<file path="config.mk">
export PLATFORM = sky130hd
export DESIGN_NAME = rename_alloc_ctrl
export DESIGN_NICKNAME = d
export VERILOG_FILES = /design/src/rtl/rename_alloc_ctrl_pkg.sv /design/src/rtl/rename_alloc_ctrl_prefix_alloc.sv /design/src/rtl/rename_alloc_ctrl.sv
export SDC_FILE = /design/constraint.sdc
export NUM_CORES = 1
export LEC_CHECK = 0
export ABC_CLOCK_PERIOD_IN_PS = 4300
export CORE_ASPECT_RATIO = 0.75
export CORE_MARGIN = 2
export CORE_UTILIZATION = 43
export DETAILED_ROUTE_END_ITERATION = 7
export GPL_ROUTABILITY_DRIVEN = 0
export PLACE_DENSITY_LB_ADDON = 0.1
export SLEW_MARGIN = 20
export SYNTH_ARGS = -nofsm -noshare
export SYNTH_HDL_FRONTEND = slang
export SYNTH_SLANG_ARGS = --single-unit
</file>
<file path="constraint.sdc">
create_clock -name clock -period 4.3 [get_ports clock]
set_clock_uncertainty 0.05 [all_clocks]
set_input_delay 0.43 -clock clock [delete_from_list [all_inputs] [get_ports clock]]
set_output_delay 0.43 -clock clock [all_outputs]
set_load 0.02 [all_outputs]
</file>
<file path="src/rtl/rename_alloc_ctrl_pkg.sv">
// Shared types and default sizing for the rename allocation scheduler.
// Defaults give a 2-wide machine with 64 physical and 32 architectural registers.
package rename_alloc_ctrl_pkg;

   localparam int ALLOC_N          = 2;
   localparam int PHYS_REG_SZ_R10K = 64;
   localparam int ARCH_REG_SZ      = 32;
   localparam int FREE_CNT_WIDTH   = $clog2(PHYS_REG_SZ_R10K + 1);

   typedef enum logic [0:0] {
      ALLOC_RUN     = 1'b0,
      ALLOC_RECOVER = 1'b1
   } alloc_state_e;

   typedef struct packed {
      logic [ALLOC_N-1:0] grant;
      logic [ALLOC_N-1:0] pop_en;
      logic               stall;
   } rename_alloc_packet_t;

endpackage

</file>
<file path="src/rtl/rename_alloc_ctrl_prefix_alloc.sv">
// Combinational in-order prefix grant: slot i passes only if every earlier slot is valid
// and the running count of destination writers still fits in the free count.
module prefix_alloc
   import rename_alloc_ctrl_pkg::*;
#(
   parameter int N     = ALLOC_N,
   parameter int CNT_W = FREE_CNT_WIDTH
) (
   input  logic             enable,
   input  logic [N-1:0]     req_valid,
   input  logic [N-1:0]     req_has_dest,
   input  logic [CNT_W-1:0] free_count,
   output logic [N-1:0]     grant
);

   logic [CNT_W:0] need_s;
   logic           chain_s;

   // Walk the slots in order; once the chain breaks it stays broken.
   always_comb begin
      grant   = {N{1'b0}};
      need_s  = {(CNT_W+1){1'b0}};
      chain_s = enable;
      for (int i = 0; i < N; i++) begin
         need_s   = need_s + {{CNT_W{1'b0}}, req_has_dest[i]};
         chain_s  = chain_s & req_valid[i] & (need_s <= {1'b0, free_count});
         grant[i] = chain_s;
      end
   end

endmodule

</file>
<file path="src/rtl/rename_alloc_ctrl.sv">
// Rename allocation scheduler: prefix grants against the free-register count, pop enables,
// dispatch stall, and a fixed post-squash recovery window while the RAT restores.
module rename_alloc_ctrl
   import rename_alloc_ctrl_pkg::*;
#(
   parameter int   N              = ALLOC_N,
   parameter int   PHYS_REGS      = PHYS_REG_SZ_R10K,
   parameter int   ARCH_REGS      = ARCH_REG_SZ,
   parameter int   RECOVER_CYCLES = 2,
   localparam int  CNT_W          = $clog2(PHYS_REGS + 1)
) (
   input  logic             clock,
   input  logic             reset,
   input  logic [N-1:0]     req_valid,
   input  logic [N-1:0]     req_has_dest,
   input  logic [N-1:0]     retire_free,
   input  logic             squash,
   input  logic [CNT_W-1:0] squash_free_count,
   output logic [N-1:0]     grant,
   output logic [N-1:0]     pop_en,
   output logic             stall,
   output logic             recovering,
   output logic [CNT_W-1:0] free_count,
   output logic             err_overflow
);

   localparam int              RC_W        = $clog2(RECOVER_CYCLES + 1);
   localparam logic [CNT_W:0]  FREE_INIT_W = (CNT_W+1)'(PHYS_REGS - ARCH_REGS);
   localparam logic [RC_W-1:0] RC_LOAD     = RC_W'(RECOVER_CYCLES - 1);

   alloc_state_e   state_r, state_nxt_s;
   logic [RC_W-1:0] rcnt_r, rcnt_nxt_s;
   logic [CNT_W-1:0] free_count_r;
   logic            err_r;
   logic            alloc_en_s;
   logic [N-1:0]    grant_s;
   logic [N-1:0]    pop_en_s;
   logic [CNT_W:0]  pop_cnt_s, ret_cnt_s, next_cnt_s;
   logic            overflow_s;

   assign alloc_en_s = (state_r == ALLOC_RUN) && !squash;

   prefix_alloc #(
      .N     (N),
      .CNT_W (CNT_W)
   ) u_prefix_alloc (
      .enable       (alloc_en_s),
      .req_valid    (req_valid),
      .req_has_dest (req_has_dest),
      .free_count   (free_count_r),
      .grant        (grant_s)
   );

   assign pop_en_s     = grant_s & req_has_dest;
   assign grant        = grant_s;
   assign pop_en       = pop_en_s;
   assign stall        = |(req_valid & ~grant_s);
   assign recovering   = (state_r == ALLOC_RECOVER);
   assign free_count   = free_count_r;
   assign err_overflow = err_r;

   // Recovery FSM: a squash always (re)starts the window, otherwise count it down.
   always_comb begin
      state_nxt_s = state_r;
      rcnt_nxt_s  = rcnt_r;
      if (squash) begin
         state_nxt_s = ALLOC_RECOVER;
         rcnt_nxt_s  = RC_LOAD;
      end else begin
         case (state_r)
            ALLOC_RUN: begin
               state_nxt_s = ALLOC_RUN;
               rcnt_nxt_s  = {RC_W{1'b0}};
            end
            ALLOC_RECOVER: begin
               if (rcnt_r == {RC_W{1'b0}}) begin
                  state_nxt_s = ALLOC_RUN;
                  rcnt_nxt_s  = {RC_W{1'b0}};
               end else begin
                  state_nxt_s = ALLOC_RECOVER;
                  rcnt_nxt_s  = rcnt_r - RC_W'(1);
               end
            end
            default: begin
               state_nxt_s = ALLOC_RUN;
               rcnt_nxt_s  = {RC_W{1'b0}};
            end
         endcase
      end
   end

   // Next free count one bit wider so an over-return is visible before saturation.
   always_comb begin
      pop_cnt_s = {(CNT_W+1){1'b0}};
      ret_cnt_s = {(CNT_W+1){1'b0}};
      for (int i = 0; i < N; i++) begin
         pop_cnt_s = pop_cnt_s + {{CNT_W{1'b0}}, pop_en_s[i]};
         ret_cnt_s = ret_cnt_s + {{CNT_W{1'b0}}, retire_free[i]};
      end
      if (squash) begin
         next_cnt_s = {1'b0, squash_free_count};
      end else begin
         next_cnt_s = {1'b0, free_count_r} - pop_cnt_s + ret_cnt_s;
      end
      overflow_s = (next_cnt_s > FREE_INIT_W);
   end

   // State, recovery counter, free count and sticky overflow flag.
   always_ff @(posedge clock or posedge reset) begin
      if (reset) begin
         state_r      <= ALLOC_RUN;
         rcnt_r       <= {RC_W{1'b0}};
         free_count_r <= FREE_INIT_W[CNT_W-1:0];
         err_r        <= 1'b0;
      end else begin
         state_r      <= state_nxt_s;
         rcnt_r       <= rcnt_nxt_s;
         free_count_r <= overflow_s ? FREE_INIT_W[CNT_W-1:0] : next_cnt_s[CNT_W-1:0];
         err_r        <= err_r | overflow_s;
      end
   end

endmodule

</file>
# ---- After elaboration in Yosys (flattened, before gate mapping)
# Index checks and enable logic that the tools add are counted.
dict set report word_totals {
  regBits 11
  elab_cells 34
  output_inout_bits 14
  input_bits 16
}
dict set report op_classes {
  n_lt_le_gt_ge 3
  reduce_logical 4
  bitwise 9
  n_addsub 6
  n_mux 8
}
# cell count
set ops {}
lappend ops {{$add 8x2->8} 1}
lappend ops {{$gt 8x6->1 const B} 1}
lappend ops {{$le 8x7->1} 1}
lappend ops {{$mux 8} 1}
lappend ops {{$sub 7x2->8} 1}
lappend ops {{$le 1x7->1} 1}
lappend ops {{$mux 7} 1}
lappend ops {{$add 1x1->2} 3}
lappend ops {{$and 1x1->1} 4}
lappend ops {{$and 2x2->2} 2}
lappend ops {{$mux 2} 2}
lappend ops {{$pmux 2 s2} 1}
lappend ops {{$logic_not 2->1} 1}
lappend ops {{$mux 1} 2}
lappend ops {{$not 2->2} 1}
lappend ops {{$pmux 1 s2} 1}
lappend ops {{$reduce_or 2->1} 1}
lappend ops {{$sub 2x1->2 const B} 1}
lappend ops {{$logic_and 1x1->1} 1}
lappend ops {{$logic_not 1->1} 1}
lappend ops {{$not 1->1} 1}
lappend ops {{$or 1x1->1} 1}

# ---- Logic depth before layout (Yosys ltp)
dict set report depth {
  ltp_word 13
  mapped_depth 19
  ltp_nobuf 19
}

# ---- Hierarchy
# A second synthesis with hierarchy kept.
dict set report unflattened {
  hier_cells 121
  hier_area_um2 1038.5
}
# module area_per_inst_um2 seq_area_each_um2 instances cells_per_inst
set modules_own_cells {}
lappend modules_own_cells {rename_alloc_ctrl 907.1 276.5 1 104}
lappend modules_own_cells {prefix_alloc 131.4 0.0 1 17}

# ---- Worst setup path after synthesis
# No wires, ideal clock.
dict set report synth_path {
  path_kind {reg2reg}
  start {register free_count_r[5], in the netlist free_count[5]}
  end {register err_r, in the netlist err_overflow}
  setup_ps 139
  n_path_buf 0
  synth_period_minus_slack_ps 4833
  path_slack_ps -533
  arrival_ps 4645
  stages_incl_launch_ff 19
  path_cell_list {dfstp_2 -> inv_1 -> ha_1 -> nand2_1 -> nor4_1 -> a2111oi_2 -> nor3b_2 -> nand2_1 -> fa_1 -> inv_1 -> fa_1 -> inv_1 -> ha_1 -> fa_1 -> nor4b_1 -> nand4_1 -> nor3_1 -> a211oi_2 -> or4_1}
}
dict set report synth_via {
  elab_chain_cells 11
}
# item line_no
set synth_rtl {}
lappend synth_rtl {{from (decl)} rename_alloc_ctrl.sv:33} ;# logic [CNT_W-1:0] free_count_r;
lappend synth_rtl {{from (signal assigned)} rename_alloc_ctrl.sv:113} ;# free_count_r <= FREE_INIT_W[CNT_W-1:0];
lappend synth_rtl {{from (signal assigned)} rename_alloc_ctrl.sv:118} ;# free_count_r <= overflow_s ? FREE_INIT_W[CNT_W-1:0] : next_cnt_s[CNT_W-1:0];
lappend synth_rtl {{$le 1x7->1} rename_alloc_ctrl_prefix_alloc.sv:26} ;# chain_s = chain_s & req_valid[i] & (need_s <= {1'b0, free_count});
lappend synth_rtl {{$and 1x1->1} rename_alloc_ctrl_prefix_alloc.sv:26}
lappend synth_rtl {{named net grant[0]} rename_alloc_ctrl.sv:19} ;# output logic [N-1:0] grant,
lappend synth_rtl {{$and 1x1->1 (2 in a row)} rename_alloc_ctrl_prefix_alloc.sv:26}
lappend synth_rtl {{named net u_prefix_alloc.chain_s} rename_alloc_ctrl_prefix_alloc.sv:17} ;# logic chain_s;
lappend synth_rtl {{$and 2x2->2} rename_alloc_ctrl.sv:54} ;# assign pop_en_s = grant_s & req_has_dest;
lappend synth_rtl {{$add 1x1->2} rename_alloc_ctrl.sv:97} ;# pop_cnt_s = pop_cnt_s + {{CNT_W{1'b0}}, pop_en_s[i]};
lappend synth_rtl {{$sub 7x2->8} rename_alloc_ctrl.sv:103} ;# next_cnt_s = {1'b0, free_count_r} - pop_cnt_s + ret_cnt_s;
lappend synth_rtl {{$add 8x2->8} rename_alloc_ctrl.sv:103}
lappend synth_rtl {{$mux 8} rename_alloc_ctrl.sv:100} ;# if (squash) begin
lappend synth_rtl {{$gt 8x6->1} rename_alloc_ctrl.sv:105} ;# overflow_s = (next_cnt_s > FREE_INIT_W);
lappend synth_rtl {{$or 1x1->1} rename_alloc_ctrl.sv:119} ;# err_r <= err_r | overflow_s;
lappend synth_rtl {{to (signal assigned)} rename_alloc_ctrl.sv:119}
lappend synth_rtl {{to (decl)} rename_alloc_ctrl.sv:34} ;# logic err_r;
# The timed path passes the listed nets, and every way through them passes these cells.

# ---- Final worst setup path
dict set report layout_path {
  start {register free_count_r[5], in the netlist free_count[5]}
  end {register err_r, in the netlist err_overflow}
}
dict set report layout_via {
  elab_chain_cells 11
}
# item line_no
set layout_rtl {}
lappend layout_rtl {{$le 1x7->1} rename_alloc_ctrl_prefix_alloc.sv:26}
lappend layout_rtl {{$and 1x1->1 (3 in a row)} rename_alloc_ctrl_prefix_alloc.sv:26}
lappend layout_rtl {{$and 2x2->2} rename_alloc_ctrl.sv:54}
lappend layout_rtl {{$add 1x1->2} rename_alloc_ctrl.sv:97}
lappend layout_rtl {{$sub 7x2->8 (*)} rename_alloc_ctrl.sv:103}
lappend layout_rtl {{$add 8x2->8 (*)} rename_alloc_ctrl.sv:103}
lappend layout_rtl {{$mux 8 (*)} rename_alloc_ctrl.sv:100}
lappend layout_rtl {{$gt 8x6->1 (*)} rename_alloc_ctrl.sv:105}
lappend layout_rtl {{$or 1x1->1 (*)} rename_alloc_ctrl.sv:119}
# Mark *: on every way between the ends. The rest lies on a longest branch, timed or not.

==> results.yml <==
status:
  status: "finished, violations left"
  failed_checks: "negative setup slack"
place:
  io_buffers: 29
  dp_hpwl_mm: 2.386
  dp_cells: 206
setup_path:
  r2r_cells: 18
  crit_arrival_ns: 4.48
  path_max_fanout: 2
  worstPathCellList: "inv_2 > ha_4 > nand2_4 > nor4_4 > a2111oi_4 > nor3b_4 > nand2_1 > fa_1 > inv_1 > fa_2 > inv_2 > ha_4 > fa_1 > nor4b_2 > nand4_1 > nor3_2 > a211oi_2 > or4_1"
  slowest_delay_ns: 0.54
  crit_slowest_cell: "dfstp_2"
  critPathLaunchType: "flop"
  required_ns: 4.40
  path_class: "flop to flop"
  end_kind: "flop"
clock_tree:
  clk_latency_ns: 0.27
  clk_pin_slew_worst_paths_ns: 0.08
  numCtsBuffers: 3
  clockRootBuffer: "clkbuf_4"
  cts_buffer_depth: 2
  cts_tree: "done"
  h-tree-depth: 1
  cts_sinks: 11
  ctsHoldBuffers: 0
synth:
  synth-adder-area-share: 0.2278
  synth_top_area_cell: "dfrtp_1"
  syn_area_sq_um: 1087
  synth-xor-area-share: 0.01611
  avgSynthCellArea_sq_um: 8.840
  syn_nets: 157
  yosysMostFrequentCell: "inv_1"
  synth_mux_area_frac: 0.02762
  async_flop_share: 1.000
  synth_seq_cells: 11
  synth-edff-count: 0
  synth_compound_area_frac: 0.1496
  synth_common_cells: "inv_1, ha_1, dfrtp_1, nand2_1, nor2_1"
  ys.flop_type: "dfrtp_1"
  synthSimpleGateAreaFrac: 0.2175
  yosys_warnings: 0
  synth.area.top_cells: "dfrtp_1, ha_1, inv_1, fa_1, a21oi_1"
  synth_top_area_frac: 0.2301
  synthCells: 123
  ys_types: 39
  ys_seq_area_frac: 0.2543
  synth_top_family_by_area: "adder cells"
sta:
  post-route-worst-setup-slack_ns: -0.08026
  max_freq_ghz: 0.2283
  period_share: 1.019
  rsz0062_at_grt: "yes"
  finalSetupViolCount: 1
  fin_hold_ws_ns: 0.3997
  drv_slew: 0
  period_minus_slack_ns: 4.380
  hold_viol_final: 0
worst_hold_path:
  hold_class: "input port to async pin"
finish:
  post-route-util: 0.7840
  layout.cells.non_filler: 215
  diodes: 0
  drive_gt1_frac: 0.3425
  syn_to_final_growth_pct: 69.16
  num-nets-final: 216
global_route:
  grt_overflow: 0
  grt_first_pass_wirelength_mm: 4.795
  antenna_found_initial: 0
  track_usage: 0.2317
  grt_pass1_vias: 1069
  grt_max_degree: 15
floorplanning:
  core_sq_um: 2346
  start_util: 0.4635
  rows: 15
  pin_count: 30
  die_area_sq_um: 2951
  die_x_um: 62.07
  die-height_um: 47.55
run:
  max-cap-violations: 0
routing:
  drc: 0
  drtIter0Drc: 40
  antenna_left: 0
  viasPerCell: 5.312
  drt_pass1_iterations: 4
  wirelength_mm: 3.367
  wl_per_cell_um: 15.66
  num_vias: 1142
pwr:
  powerDensity_nw_per_um2: 472.1
  p_leak_nw: 0.7889
  ir_drop_uv: 377.6
  fin_total_pwr_uw: 868.3
-- worst paths after layout --
kind / from / end / slack [ns]
max: free_count[5] / err_overflow / -0.08
min in group clock: rcnt_r[0] / rcnt_r[0] / 0.44
max reg2reg: free_count[5] / err_overflow / -0.08
max in group asynchronous: reset / free_count[5] / 3.46
min reg2reg: rcnt_r[0] / rcnt_r[0] / 0.44
min: reset / free_count[0] / 0.40
-- placed cells by master (no fill, tap or decap), types with 2 or more instances in the layout --
cell,Yosys,routed
clkdlybuf4s50_1,0,27
buf_4,1,26
inv_1,22,18
ha_1,15,10
dfrtp_1,10,10
nor2_1,7,7
nand2_1,7,6
inv_2,0,4
a2111oi_4,0,4
nor2b_1,4,4
a21oi_1,6,4
ha_4,0,4
mux2i_1,3,3
nor3_1,4,3
clkbuf_4,0,3
a21oi_2,0,2
nand4_1,2,2
nand2b_1,2,2
a211oi_2,1,2
nand3_1,2,2
nor4_1,3,2
nor3b_1,2,2
or4_1,2,2
o21ai_0,2,2
fa_1,3,2
-- layer usage --
metal / share of wire / track usage / wire length [um] / vias up
li1: - / - / - / 546
met1: 0.44 / 0.2968 / 1468 / 552
met5: 0 / 0 / 0 / -
met2: 0.50 / 0.3792 / 1683 / 36
met3: 0.046 / 0.05135 / 155 / 8
met4: 0.018 / 0.1021 / 60 / 0
-- repair_timing --
action                     CTS  global route
pin swaps                   13            10
resized for setup           18            17
setup buffers                3             2
setup endpoints to repair    7             7
-- layout make-up --
class / count / area (sq um)
Timing Repair Buffer: 56 / 496.7
Sequential cell: 11 / 276.5
Inverter: 23 / 100.1
Tap cell: 34 / 42.54
Multi-Input combinational cell: 87 / 897.1
Clock buffer: 4 / 26.28
Fill cell: 143 / 506.7
-- cells by family after synthesis --
group           after synthesis
buf+inv                      25
mux                           3
flops                        11
simple gates                 42
fa+ha+maj                    18
xor+xnor                      2
compound gates               21
other cells                   1
-- through the flow --
stage	TNS [ns]	area (sq um)	setup WS (ns)
CTS	-0.1796	1724	-0.1796
global route	-0.3557	1839	-0.2953
detailed placement	-3.415	1607	-0.6764
global placement	-2.813	1607	-0.5561
floorplan	-0.2890	1121	-0.2890
finish	-0.08026	1839	-0.08026
-- worst max-delay path: cells and delay by family (launching register included) --
kind	cells	cell delay, ns
compound gates	2	0.44
buf+inv	3	0.19
simple gates	8	1.48
flops	1	0.54
fa+ha+maj	5	1.56
-- flip-flops by register name, summed over array words and instances (netlist names) --
| register | count |
|---|---|
| free_count | 7 |
| recovering | 1 |
| rcnt_r | 2 |
| err_overflow | 1 |
-- power breakdown --
| part | total (mW) | switching (mW) | internal (mW) |
|---|---|---|---|
| clock network | 0.0717 | 0.0358 | 0.0359 |
| registers | 0.138 | 0.0139 | 0.124 |
| logic | 0.658 | 0.336 | 0.323 |
| total | 0.868 | 0.385 | 0.483 |
Note: power is estimated with default switching activity, not from simulation.
